==> src/rtl/lfsr_ctrl_pkg.sv <==
// Shared types and default constants for the LFSR sequencer/arbiter.
package lfsr_ctrl_pkg;

    localparam int unsigned     LFSR_W   = 8;
    localparam logic [LFSR_W-1:0] TAPS_DEF = 8'hB8;
    localparam logic [LFSR_W-1:0] SEED_DEF = 8'h01;

    typedef enum logic [1:0] {
        ST_SEED    = 2'd0,
        ST_IDLE    = 2'd1,
        ST_STEP    = 2'd2,
        ST_DELIVER = 2'd3
    } state_e;

endpackage

==> src/rtl/rr_arb2.sv <==
// Two-requester round-robin arbiter; a tie goes to the requester not granted last.
module rr_arb2 (
    input  logic       clk,
    input  logic       reset_i,
    input  logic [1:0] req_i,
    input  logic       adv_i,
    output logic [1:0] gnt_o
);

    // prio_q is the index that wins a tie; it starts at requester 0.
    logic prio_q;
    logic prio_d;

    always_comb begin
        gnt_o  = 2'b00;
        case (req_i)
            2'b01:   gnt_o = 2'b01;
            2'b10:   gnt_o = 2'b10;
            2'b11:   gnt_o = prio_q ? 2'b10 : 2'b01;
            default: gnt_o = 2'b00;
        endcase
        prio_d = prio_q;
        if (adv_i && (req_i != 2'b00)) prio_d = ~gnt_o[1];
    end

    always_ff @(posedge clk) begin
        if (!reset_i) prio_q <= 1'b0;
        else          prio_q <= prio_d;
    end

endmodule

==> src/rtl/lfsr_seq_ctrl.sv <==
// Seeds an external shift-left LFSR serially, steps it per request and hands bytes out round-robin.
// Optional all-zero lockup detection/recovery is enabled by defining LFSR_LOCKUP_DET_EN.
module lfsr_seq_ctrl
    import lfsr_ctrl_pkg::*;
#(
    parameter logic [LFSR_W-1:0] TAPS         = TAPS_DEF,
    parameter logic [LFSR_W-1:0] SEED_DEFAULT = SEED_DEF,
    parameter int unsigned       STEPS        = 8
) (
    input  logic              clk,
    input  logic              reset_i,
    input  logic [LFSR_W-1:0] seed_i,
    input  logic              seed_load_i,
    input  logic [1:0]        req_i,
    input  logic [LFSR_W-1:0] lfsr_q_i,
    output logic              lfsr_en_o,
    output logic              lfsr_fb_o,
    output logic [1:0]        valid_o,
    output logic [LFSR_W-1:0] data_o,
    output logic              busy_o,
    output logic              lockup_o
);

    localparam logic [7:0] STEP_LAST = 8'(STEPS - 1);

    state_e            state_q;
    logic [LFSR_W-1:0] seed_q;
    logic [7:0]        cnt_q;
    logic [1:0]        grant_q;
    logic [1:0]        valid_q;
    logic              lockup_q;
    logic [1:0]        gnt;
    logic              take_req;
    logic              zero_hit;

    assign take_req = (state_q == ST_IDLE) && !seed_load_i && (req_i != 2'b00);

`ifdef LFSR_LOCKUP_DET_EN
    assign zero_hit = (state_q == ST_STEP) && (lfsr_q_i == '0);
    assign lockup_o = lockup_q;
`else
    assign zero_hit = 1'b0;
    assign lockup_o = 1'b0;
`endif

    rr_arb2 u_arb (
        .clk     (clk),
        .reset_i (reset_i),
        .req_i   (req_i),
        .adv_i   (take_req),
        .gnt_o   (gnt)
    );

    always_ff @(posedge clk) begin
        if (!reset_i) begin
            state_q  <= ST_SEED;
            seed_q   <= SEED_DEFAULT;
            cnt_q    <= '0;
            grant_q  <= '0;
            valid_q  <= '0;
            lockup_q <= 1'b0;
        end else begin
            valid_q <= '0;
            case (state_q)
                ST_SEED: begin
                    if (cnt_q == 8'd7) begin
                        cnt_q   <= '0;
                        state_q <= ST_IDLE;
                    end else begin
                        cnt_q <= cnt_q + 8'd1;
                    end
                end
                ST_IDLE: begin
                    if (seed_load_i) begin
                        seed_q   <= (seed_i == '0) ? SEED_DEFAULT : seed_i;
                        lockup_q <= 1'b0;
                        state_q  <= ST_SEED;
                    end else if (req_i != 2'b00) begin
                        grant_q <= gnt;
                        state_q <= ST_STEP;
                    end
                end
                ST_STEP: begin
                    // Lockup recovery keeps grant_q; the level request re-arbitrates after reseed.
                    if (zero_hit) begin
                        lockup_q <= 1'b1;
                        seed_q   <= SEED_DEFAULT;
                        cnt_q    <= '0;
                        state_q  <= ST_SEED;
                    end else if (cnt_q == STEP_LAST) begin
                        cnt_q   <= '0;
                        valid_q <= grant_q;
                        state_q <= ST_DELIVER;
                    end else begin
                        cnt_q <= cnt_q + 8'd1;
                    end
                end
                ST_DELIVER: state_q <= ST_IDLE;
                default:    state_q <= ST_IDLE;
            endcase
        end
    end

    // The LFSR is held quiet while reset is asserted, whatever the state register holds.
    always_comb begin
        lfsr_en_o = 1'b0;
        lfsr_fb_o = 1'b0;
        if (reset_i) begin
            case (state_q)
                ST_SEED: begin
                    lfsr_en_o = 1'b1;
                    lfsr_fb_o = seed_q[3'd7 - cnt_q[2:0]];
                end
                ST_STEP: begin
                    lfsr_en_o = 1'b1;
                    lfsr_fb_o = ^(lfsr_q_i & TAPS);
                end
                default: ;
            endcase
        end
    end

    assign busy_o  = (state_q != ST_IDLE);
    assign valid_o = valid_q;
    assign data_o  = lfsr_q_i;

endmodule

==> config.mk <==
export PLATFORM = sky130hd
export DESIGN_NAME = lfsr_seq_ctrl
export DESIGN_NICKNAME = d
export VERILOG_FILES = /design/src/rtl/lfsr_ctrl_pkg.sv /design/src/rtl/rr_arb2.sv /design/src/rtl/lfsr_seq_ctrl.sv
export SDC_FILE = /design/constraint.sdc
export NUM_CORES = 1
export LEC_CHECK = 0
export CAP_MARGIN = 15
export CORE_ASPECT_RATIO = 0.7
export CORE_MARGIN = 2
export CORE_UTILIZATION = 45
export CTS_BUF_LIST = sky130_fd_sc_hd__clkbuf_4
export CTS_CLUSTER_DIAMETER = 60
export DETAILED_ROUTE_END_ITERATION = 12
export GPL_TIMING_DRIVEN = 0
export MAX_ROUTING_LAYER = met4
export PLACE_DENSITY = 0.76
export SLEW_MARGIN = 20
export SYNTH_ARGS = -nofsm -noshare
export SYNTH_HDL_FRONTEND = slang
export SYNTH_HIERARCHICAL = 1
export SYNTH_SLANG_ARGS = --single-unit
==> constraint.sdc <==
create_clock -name clk -period 2 [get_ports clk]
set_input_delay 0.2 -clock clk [delete_from_list [all_inputs] [get_ports clk]]
set_output_delay 0.2 -clock clk [all_outputs]
set_load 0.1 [all_outputs]
==> results of run 1 <==
[placed cells by master, fill, tap and decap left out, types with 5 or more instances in the layout]
cell             instances
dfxtp_1                 21
clkdlybuf4s50_1         18
nand2_1                 17
nor2_1                  13
buf_4                   11
a21oi_1                  9
nand3_1                  8
xnor2_1                  7
inv_1                    6
dlygate4sd2_1            5
[cells by family (layout without fill, tap and decap cells)]
kind of cell,Yosys count,count (layout)
flip-flops,23,23
multiplexers,7,7
AO/OA/AOI/OAI,23,23
XOR/XNOR,9,9
AND/OR/NAND/NOR,50,50
other,1,1
buffers and inverters,20,52
adder cells (fa/ha/maj),4,4
[layer usage]
layer	global-route usage	vias up
met5	-	-
li1	-	526
met2	0.325	38
met1	0.193	467
met3	0.0600	4
met4	0.0327	0
[area by class of cell]
type / count / area (um^2) / area share
repair buffers: 29 / 280 / 0.178
clock buffers: 4 / 30.0 / 0.0190
plain buffers: 12 / 81.3 / 0.0515
multi-input cells: 94 / 649 / 0.412
flip-flops and latches: 23 / 468 / 0.297
inverters: 7 / 26.3 / 0.0167
well taps: 34 / 42.5 / 0.0270
[stage by stage]
step | setup TNS (ns) | utilization | hold WS, ns
final | 0 | 0.627 | 0.256
after global placement | -2.25 | 0.613 | 0.442
after CTS | 0 | 0.622 | 0.258
after global routing | -0.0447 | 0.627 | 0.273
after detailed placement | -2.43 | 0.613 | 0.446
after floorplan | 0 | - | 0.342
[registers in the layout, indices dropped and copies added (netlist names)]
register,count
u_arb/prio_q,1
state_q,2
cnt_q,8
valid_o,2
seed_q,8
grant_q,2
[report_power, final]
| group | leakage (nW) | switching, W | internal [W] |
|---|---|---|---|
| Clock | 0.0184 | 0.000139 | 0.0000915 |
| Combinational | 0.410 | 0.000475 | 0.000231 |
| Sequential | 0.187 | 0.0000564 | 0.000530 |
| Total | 0.616 | 0.000671 | 0.000853 |
[worst register-to-register path, stage by stage (launching register included)]
cell,delay [ns]
dfxtp_1,0.35
inv_1,0.09
ha_1,0.14
buf_2,0.22
inv_2,0.09
nor3_4,0.26
nand2_1,0.09
a31o_1,0.21
[cell usage after synthesis, drive strengths merged]
master | n | share of area
inv | 7 | 0.022
o32ai | 1 | 0.0072
nor4 | 1 | 0.0052
a21oi | 11 | 0.052
a21boi | 2 | 0.012
o2111ai | 2 | 0.020
mux4 | 2 | 0.043
nor2 | 15 | 0.047
o211ai | 2 | 0.012
and2 | 2 | 0.010
xor2 | 2 | 0.014
or3 | 1 | 0.0052
nor3 | 4 | 0.030
mux2i | 5 | 0.041
clkbuf | 2 | 0.0062
and4bb | 1 | 0.010
buf | 11 | 0.064
nand2 | 17 | 0.053
ha | 4 | 0.041
xnor2 | 7 | 0.051
dfxtp | 23 | 0.38
nand3 | 8 | 0.033
and4b | 1 | 0.0083
a31o | 1 | 0.0072
o21ai | 3 | 0.016
conb | 1 | 0.0031
o22ai | 1 | 0.0052
[what timing repair did]
item	4_1_cts	5_1_grt
resized for setup	25	7
setup endpoints to repair	7	5
buffers inserted	0	1
endpoints found under the hold margin	0	0
[path summary, 6_finish.rpt]
kind / startpoint / to / slack (ns) / cells past startpoint
worst max register to register: state_q[1] / u_arb/prio_q / 0.45 / 7
worst min register to register: seed_q[1] / seed_q[1] / 0.47 / 2
worst max-delay path: cnt_q[0] / lfsr_fb_o / 0.02 / 4
worst min-delay path: seed_load_i / seed_q[2] / 0.26 / 3
==> out/metrics.csv, run 1 <==
stage;metric;value;unit
timing;fin_crit_sh;0.989;
synthesis;synth_top_family_by_area;simple AND/OR/NAND/NOR gates;
placement;dpl_cell_area;1540;um^2
route;wl_met2;1.24;mm
timing;max_slew_margin;0.356;
die;initial_core_util;0.481;
synthesis;synth_compound_area_frac;0.131;
route;via_count;1035;
cells_and_area;fillCellCount;234;
critical_path;crit_buf_inv;1;
die;floorplan.rows;15;
clock_network;clock_latency;0.32;ns
critical_path;crit_path_max_incr_delay;0.58;ns
grt;grt_usage;0.177;
synthesis;synth.yosys.seq_area_share;0.381;
timing;max_slew.worst_pin.slew;0.965;ns
critical_path;cp.required;1.80;ns
worst_hold_path;hold_path.class;in -> reg;
timing;skew;0.0124;ns
clock_network;cts_tree;done;
cells_and_area;drive_gt1_frac;0.201;
synthesis;synth-xor-area-share;0.0651;
route;wire_per_inst;12.9;um
die;die_area;3130;um^2
clock_network;cts_sinks;23;
placement;hpwlAfterDp;1.94;mm
synthesis;synth_fa_ha_area_frac;0.0414;
pwr;ir_worst_vdd;0.000460;V
route;avgViaCountPerCell;5.10;
grt;grt_pass1_wl;3.99;mm
synthesis;yosys.area_share.simple;0.202;
critical_path;arrival;1.78;ns
placement;dp.cells;199;
synthesis;ys_seq_elements;23;
synthesis;ys_warn_count;6;
clock_network;clk_path_buf_depth;2;
timing;worst_slack;0.0224;ns
cells_and_area;diodes;0;
critical_path;worst_setup_path_start_kind;flip-flop;
cells_and_area;final_nets;195;
synthesis;syn_nets;162;
status;status;completed;
cells_and_area;area_delta_synth_final;30.4;%
placement;io_buffers;28;
critical_path;path_delay_family;multiplexers;
timing;min_period;1.98;ns
critical_path;cp_max_fo;3;
cells_and_area;final_cells;203;
timing;finalSetupViolations;0;
flow_run;cap_violations;0;
clock_network;htree_num_levels;1;
critical_path;critical_path_class;reg -> out;
grt;grt_overflow;0;
pwr;total_power;0.00152;W
cells_and_area;layout.cell_area.non_filler;1580;um^2
clock_network;cts_root_buffer;clkbuf_4;
placement;place_ws;-1.01;ns
critical_path;crit_path_top_delay_cell;mux4_1;
timing;slew_viol_final;0;
clock_network;cts_made_buffers;3;
grt;grt_max_degree;13;
route;top_layer;met4;
die;die_x;66.0;um
route;drt_iter0_drc;32;
die;io_pins;35;
clock_network;clk_transition_reported_paths;0.13;ns
synthesis;ys_types;35;
route;m1WireLength;1.14;mm
pwr;p_per_area;966;nW/um^2
die;core;2510;um^2
pwr;p_leak;0.616;nW
grt;grt_pass1_vias;947;
route;wirelength;2.61;mm
critical_path;worstPathCellList;mux4_1, mux2i_2, o22ai_2, buf_6;
grt;antenna_found_initial;0;
route;dr.pass1.iters;4;
die;die_h;47.4;um
route;met3_length;212;um
route;ant_nets;0;
route;post-route-drc-count;0;
synthesis;synth_area;1210;um^2
timing;fmax;506;MHz
clock_network;cts_hold_buffers;0;
critical_path;cp-end-kind;primary output;
synthesis;synth_mux_area_frac;0.0848;
placement;gp_congestion;0.762;
synthesis;synth.avg_cell_area;8.83;um^2
timing;finalHoldViolations;0;
synthesis;syn_inst;137;
Power figures use the tool's default switching activity.
==> inputs of run 2 (changes only) <==
--- a/config.mk
+++ b/config.mk
@@ -5,16 +5,16 @@
 export SDC_FILE = /design/constraint.sdc
 export NUM_CORES = 1
 export LEC_CHECK = 0
-export CAP_MARGIN = 15
+export CAP_MARGIN = 20
 export CORE_ASPECT_RATIO = 0.7
 export CORE_MARGIN = 2
-export CORE_UTILIZATION = 45
+export CORE_UTILIZATION = 44
 export CTS_BUF_LIST = sky130_fd_sc_hd__clkbuf_4
 export CTS_CLUSTER_DIAMETER = 60
 export DETAILED_ROUTE_END_ITERATION = 12
 export GPL_TIMING_DRIVEN = 0
 export MAX_ROUTING_LAYER = met4
-export PLACE_DENSITY = 0.76
+export PLACE_DENSITY = 0.89
 export SLEW_MARGIN = 20
 export SYNTH_ARGS = -nofsm -noshare
 export SYNTH_HDL_FRONTEND = slang
==> constraint.sdc (replaced) <==
create_clock -name clk -period 1.7 [get_ports clk]
set_input_delay 0.17 -clock clk [delete_from_list [all_inputs] [get_ports clk]]
set_output_delay 0.17 -clock clk [all_outputs]
set_load 0.1 [all_outputs]
==> run 2 against run 1 <==
  * First-iteration DRC count up 34%
  * Largest cell class unchanged
  * Non-clock buffer count up 4
  * Highest routed layer unchanged
  * Worst hold slack worse by 0.042 ns
  * Register-to-register slack worse by 0.33 ns
  * The run now ends with negative setup slack left
  * Global-route usage up 3.6 points
  * Power up 30%
  * Sequential power up 17%
==> out/metrics.csv, run 2 (synthesis gave the netlist of run 1 again) <==
stage;metric;value;unit;change
status;status;finished, violations left;;
status;violations;negative setup slack;;
grt;grt_util_met3;0.0612;;+0.00122
timing;worst_slack;-0.214;ns;-0.237 ns
critical_path;path_delay_family;multiplexers;;
timing;min_period;1.91;ns;
die;die_h;47.9;um;+1.0%
critical_path;endpoint;lfsr_fb_o;;
critical_path;cp.required;1.53;ns;-0.27 ns
die;die_area;3190;um^2;+2.1%
critical_path;cp_max_fo;4;;+1
grt;grt_overflow;0;;unchanged
critical_path;arrival;1.74;ns;-0.04 ns
clock_network;clock_latency;0.33;ns;about the same
cells_and_area;area_delta_synth_final;39.0;%;
clock_network;htree_num_levels;1;;unchanged
die;die_x;66.7;um;+1.1%
die;io_pins;35;;unchanged
critical_path;cp_num_cells;4;;unchanged
grt;gr-usage-met1;0.239;;+0.0453
grt;grt_pass1_vias;1017;;+7.4%
cells_and_area;layout_common_cells;20 x dfxtp_1, 19 x clkdlybuf4s50_1, 17 x nand2_1, 14 x buf_4, 13 x nor2_1;;
critical_path;r2r_setup_slack;0.12;ns;-0.33 ns
route;avgViaCountPerCell;5.37;;+5.4%
pwr;ir_worst_vdd;0.000536;V;+16%
route;drt_iter0_drc;43;;+34%
route;wirelength;2.94;mm;+13%
route;wire_per_inst;14.2;um;+11%
timing;fmax;522;MHz;
grt;use_met2;0.376;;+0.0507
pwr;p_sw;0.000861;W;+28%
timing;finalSetupViolations;1;;+1
route;ant_nets;0;;unchanged
pwr;p_leak;0.608;nW;-1.2%
critical_path;cp-startpoint;cnt_q[0];;
die;floorplan.rows;15;;unchanged
pwr;p_seq_frac;0.346;;-0.039
critical_path;r2r_start;state_q[0];;
flow_run;cap_violations;0;;unchanged
clock_network;cts_made_buffers;3;;unchanged
clock_network;clk_transition_reported_paths;0.13;ns;about the same
critical_path;crit_path_top_delay_cell;mux4_2;;
pwr;p_per_area;1180;nW/um^2;+22%
placement;io_buffers;28;;unchanged
worst_hold_path;min_from;seed_load_i;;
critical_path;critical_path_class;reg -> out;;
placement;place_ws;-1.20;ns;-0.191 ns
grt;grt_usage;0.213;;+0.0357
grt;grt_max_degree;14;;+1
timing;finalHoldViolations;0;;unchanged
timing;max_slew.worst_pin.slew;0.962;ns;-0.00273 ns
pwr;total_power;0.00198;W;+30%
cells_and_area;final_common_cell;dfxtp_1;;
cells_and_area;drive_gt1_frac;0.277;;+0.0763
timing;fin_crit_sh;1.13;;
clock_network;cts_root_buffer;clkbuf_4;;
critical_path;r2r_cells;7;;unchanged
grt;grt_pass1_wl;4.70;mm;+18%
placement;hpwlAfterDp;2.00;mm;+2.8%
clock_network;cts_tree;done;;
timing;max_slew_margin;0.356;;+0.000863
die;initial_core_util;0.478;;-0.00356
timing;skew;0.0126;ns;+0.000149 ns
critical_path;cp-end-kind;primary output;;
placement;gp_congestion;0.828;;+8.7%
cells_and_area;utilization;0.664;;+0.0363
critical_path;crit_path_max_incr_delay;0.54;ns;-0.04 ns
pwr;intPower;0.00112;W;+31%
timing;slew_viol_final;0;;unchanged
cells_and_area;final_nets;199;;+2.1%
timing;rsz0062_at_grt;yes;;
timing;holdWs;0.214;ns;-0.0422 ns
route;via_count;1112;;+7.4%
grt;antenna_found_initial;0;;unchanged
die;core;2530;um^2;+0.75%
placement;dpl_cell_area;1550;um^2;+0.81%
cells_and_area;layout.cell_area.non_filler;1680;um^2;+6.6%
route;dr.pass1.iters;4;;unchanged
clock_network;cts_sinks;23;;unchanged
cells_and_area;diodes;0;;unchanged
critical_path;worstPathCellList;mux4_2, mux2i_4, o22ai_4, buf_12;;
worst_hold_path;hold_path.class;in -> reg;;
grt;top_usage_layer;met2;;
pwr;swShare;0.435;;-0.00584
pwr;p_clk_frac;0.131;;-0.020
clock_network;cts_hold_buffers;0;;unchanged
critical_path;worst_setup_path_start_kind;flip-flop;;
route;post-route-drc-count;0;;unchanged
critical_path;timing.rr.end;state_q[1];;
clock_network;clk_path_buf_depth;2;;unchanged
pwr;p_comb_frac;0.523;;+0.059
cells_and_area;largest_registers;cnt_q: 8 flops, seed_q: 8 flops;;
critical_path;crit_buf_inv;1;;unchanged
==> run 2: worst register-to-register path, cell delays in order (launching register included) <==
cell and delay, ns:
dfxtp_1 0.40, inv_1 0.09, ha_2 0.24, nor2_4 0.17
buf_4 0.16, a21oi_2 0.06, a21oi_2 0.18, mux2i_1 0.21
==> run 2: how the worst min path moves through the flow <==
stage / slack, ns / depth (start not counted) / end
final: 0.21 / 3 / seed_q[7]
after global routing: 0.21 / 3 / seed_q[1]
after CTS: 0.21 / 3 / seed_q[7]
after detailed placement: 0.45 / 2 / seed_q[5]
after global placement: 0.44 / 2 / seed_q[1]
after floorplan: 0.31 / 1 / u_arb/prio_q
==> run 2: power groups by stage <==
stage / combinational [W] / clock, W / sequential (W)
after floorplan: 0.000642 / 0 / 0.000674
after global placement: 0.000791 / 0 / 0.000688
after detailed placement: 0.000815 / 0 / 0.000691
after CTS: 0.000919 / 0.000264 / 0.000689
after global routing: 0.00110 / 0.000290 / 0.000693
final: 0.00104 / 0.000260 / 0.000684
==> run 2: layout make-up <==
type | instances | area, um^2
multi-input combinational | 94 | 677
clock inverter | 1 | 5.00
tap | 34 | 42.5
fill | 202 | 852
timing repair buffer | 32 | 340
buffer | 13 | 98.8
sequential | 23 | 469
clock buffer | 3 | 22.5
inverter | 7 | 26.3
==> run 2: metal layers <==
layer / part of all wire / vias to the layer above
met3: 0.085 / 11
li1: - / 528
met2: 0.48 / 62
met5: 0 / -
met4: 0.017 / 0
met1: 0.42 / 511
==> run 2: what timing repair did <==
item	in CTS	in global routing
gates cloned	0	0
pin swaps	1	0
gates resized for setup	52	13
setup buffers	2	2
setup endpoints to repair	11	8
==> run 2: metrics by stage <==
stage / std cells / setup TNS, ns
detailed placement: 199 / -4.13
finish: 207 / -0.214
global placement: 199 / -3.98
floorplan: 137 / 0
global route: 207 / -0.252
CTS: 205 / -0.231
==> inputs of run 3 (changes only) <==
--- a/config.mk
+++ b/config.mk
@@ -14,7 +14,8 @@
 export DETAILED_ROUTE_END_ITERATION = 12
 export GPL_TIMING_DRIVEN = 0
 export MAX_ROUTING_LAYER = met4
-export PLACE_DENSITY = 0.89
+export PLACE_DENSITY = 0.85
+export SETUP_SLACK_MARGIN = 0.5
 export SLEW_MARGIN = 20
 export SYNTH_ARGS = -nofsm -noshare
 export SYNTH_HDL_FRONTEND = slang
==> run 3 against run 2 <==
  * The flow still finishes with violations (negative setup slack)
  * Via count up 1.9%
  * Sequential power rose by 2%
  * Fmax increased by 3.5%
  * Register-to-register slack gained 0.08 ns
  * First-iteration DRC count fell by 40%
  * Largest cell class unchanged
  * Highest routed layer unchanged
==> out/metrics.csv, run 3 (synthesis gave the netlist of run 1 again) <==
stage;metric;value;unit;change
pwr;total_power;0.00245;W;+24%
timing;finalHoldViolations;0;;unchanged
cells_and_area;final_common_cell;dfxtp_1;;
die;io_pins;35;;unchanged
grt;grt_pass1_vias;1130;;+11%
critical_path;cp-end-kind;primary output;;
critical_path;r2r_setup_slack;0.20;ns;+0.08 ns
route;avgViaCountPerCell;5.37;;about the same
timing;rsz0062_at_grt;yes;;
flow_run;cap_violations;0;;unchanged
clock_network;clk_path_buf_depth;2;;unchanged
cells_and_area;diodes;0;;unchanged
die;floorplan.rows;15;;unchanged
cells_and_area;area_delta_synth_final;66.7;%;
cells_and_area;final_nets;203;;+2.0%
pwr;p_leak;0.701;nW;+15%
grt;grt_max_degree;14;;unchanged
die;initial_core_util;0.478;;unchanged
pwr;ir_worst_vdd;0.00134;V;+150%
placement;io_buffers;28;;unchanged
die;die_x;66.7;um;unchanged
cells_and_area;layout.cell_area.non_filler;2020;um^2;+20%
timing;slew_viol_final;0;;unchanged
critical_path;worst_setup_path_start_kind;flip-flop;;
cells_and_area;fillCellCount;148;;-27%
timing;skew;0.00520;ns;-0.00738 ns
placement;place_ws;-1.05;ns;+0.143 ns
clock_network;cts_root_buffer;clkbuf_4;;
clock_network;cts_sinks;23;;unchanged
cells_and_area;drive_gt1_frac;0.486;;+0.208
timing;fmax;540;MHz;+3.5%
grt;grt_overflow;0;;unchanged
timing;holdWs;0.182;ns;-0.0317 ns
die;die_h;47.9;um;unchanged
grt;grt_usage;0.228;;+0.0156
grt;grt_pass1_wl;5.11;mm;+8.7%
route;dr.pass1.iters;4;;unchanged
critical_path;crit_path_max_incr_delay;0.51;ns;-0.03 ns
status;status;finished, violations left;;
critical_path;crit_path_top_delay_cell;mux4_2;;
route;post-route-drc-count;0;;unchanged
route;via_count;1133;;+1.9%
critical_path;path_delay_family;multiplexers;;
route;ant_nets;0;;unchanged
grt;antenna_found_initial;0;;unchanged
timing;setup_tns;-0.150;ns;+0.0642 ns
critical_path;worstPathCellList;mux4_2, mux2i_2, o22ai_4, buf_12;;
route;wirelength;3.35;mm;+14%
critical_path;crit_buf_inv;1;;unchanged
clock_network;cts_tree;done;;
timing;max_slew_margin;0.638;;+0.281
critical_path;arrival;1.68;ns;-0.06 ns
status;violations;negative setup slack;;
cells_and_area;layout_common_cells;19 x dfxtp_1, 14 x clkdlybuf4s50_1, 13 x nand2_1, 13 x buf_4, 11 x nor2_1;;
timing;fin_crit_sh;1.09;;-0.0378
placement;gp_congestion;0.851;;+2.8%
timing;finalSetupViolations;1;;unchanged
timing;worst_slack;-0.150;ns;+0.0642 ns
clock_network;cts_hold_buffers;0;;unchanged
placement;hpwlAfterDp;2.18;mm;+8.9%
placement;dpl_cell_area;1640;um^2;+5.6%
pwr;p_per_area;1210;nW/um^2;+3.0%
timing;max_slew.worst_pin.slew;0.546;ns;-0.416 ns
clock_network;htree_num_levels;1;;unchanged
die;core;2530;um^2;unchanged
clock_network;cts_made_buffers;3;;unchanged
route;wire_per_inst;15.9;um;+12%
clock_network;clock_latency;0.31;ns;-0.02 ns
cells_and_area;largest_registers;cnt_q: 8 flops, seed_q: 8 flops;;
critical_path;cp.required;1.53;ns;about the same
critical_path;critical_path_class;reg -> out;;
timing;min_period;1.85;ns;-0.0642 ns
clock_network;clk_transition_reported_paths;0.12;ns;about the same
route;drt_iter0_drc;26;;-40%
worst_hold_path;hold_path.class;in -> reg;;
critical_path;cp_max_fo;2;;-2
die;die_area;3190;um^2;unchanged
## run 3: cell count changes in the layout (fill, tap and decap cells not counted), moves of 3 or more
cell,change
ha_4,+4
buf_6,+5
nand2_4,+3
a21oi_2,+7
clkdlybuf4s50_1,-5
nand2_1,-4
inv_1,-3
buf_8,+3
nand3_4,+5
a21oi_1,-8
nand3_1,-7
## run 3: per-layer routing
metal,vias to the layer above,share of wire,global-route usage
met4,0,0.012,0.0816
met3,4,0.045,0.0612
li1,543,-,-
met5,-,0,-
met1,558,0.42,0.260
met2,28,0.52,0.398
## run 3: area by class of cell
| class | instances | area, um^2 | area share |
|---|---|---|---|
| plain buffers | 13 | 121 | 0.0602 |
| clock buffers | 3 | 22.5 | 0.0112 |
| clock inverters | 1 | 5.00 | 0.00248 |
| inverters | 7 | 51.3 | 0.0254 |
| multi-input cells | 95 | 886 | 0.439 |
| flip-flops and latches | 23 | 475 | 0.236 |
| well taps | 34 | 42.5 | 0.0211 |
| repair buffers | 35 | 413 | 0.205 |
## run 3: repair_timing
item,in CTS,in global routing
setup buffers,4,3
pin swaps,5,6
cloned,1,0
setup endpoints to repair,35,26
gates resized for setup,116,21
## run 3: metrics by stage
stage                      util  instances
after detailed placement  0.648        199
after floorplan               -        137
final                     0.796        211
after CTS                 0.749        208
after global placement    0.648        199
after global routing      0.796        211
## run 3: where the power goes
part,switching [W],internal (W)
clock,0.000167,0.0000880
sequential,0.0000706,0.000630
combinational,0.000825,0.000666
## run 3: worst paths after layout
| check | to | cells past startpoint | start |
|---|---|---|---|
| min | u_arb/prio_q | 2 | reset_i |
| max | lfsr_fb_o | 4 | cnt_q[1] |
| max reg2reg | state_q[1] | 6 | cnt_q[1] |
| min reg2reg | seed_q[6] | 2 | seed_q[6] |
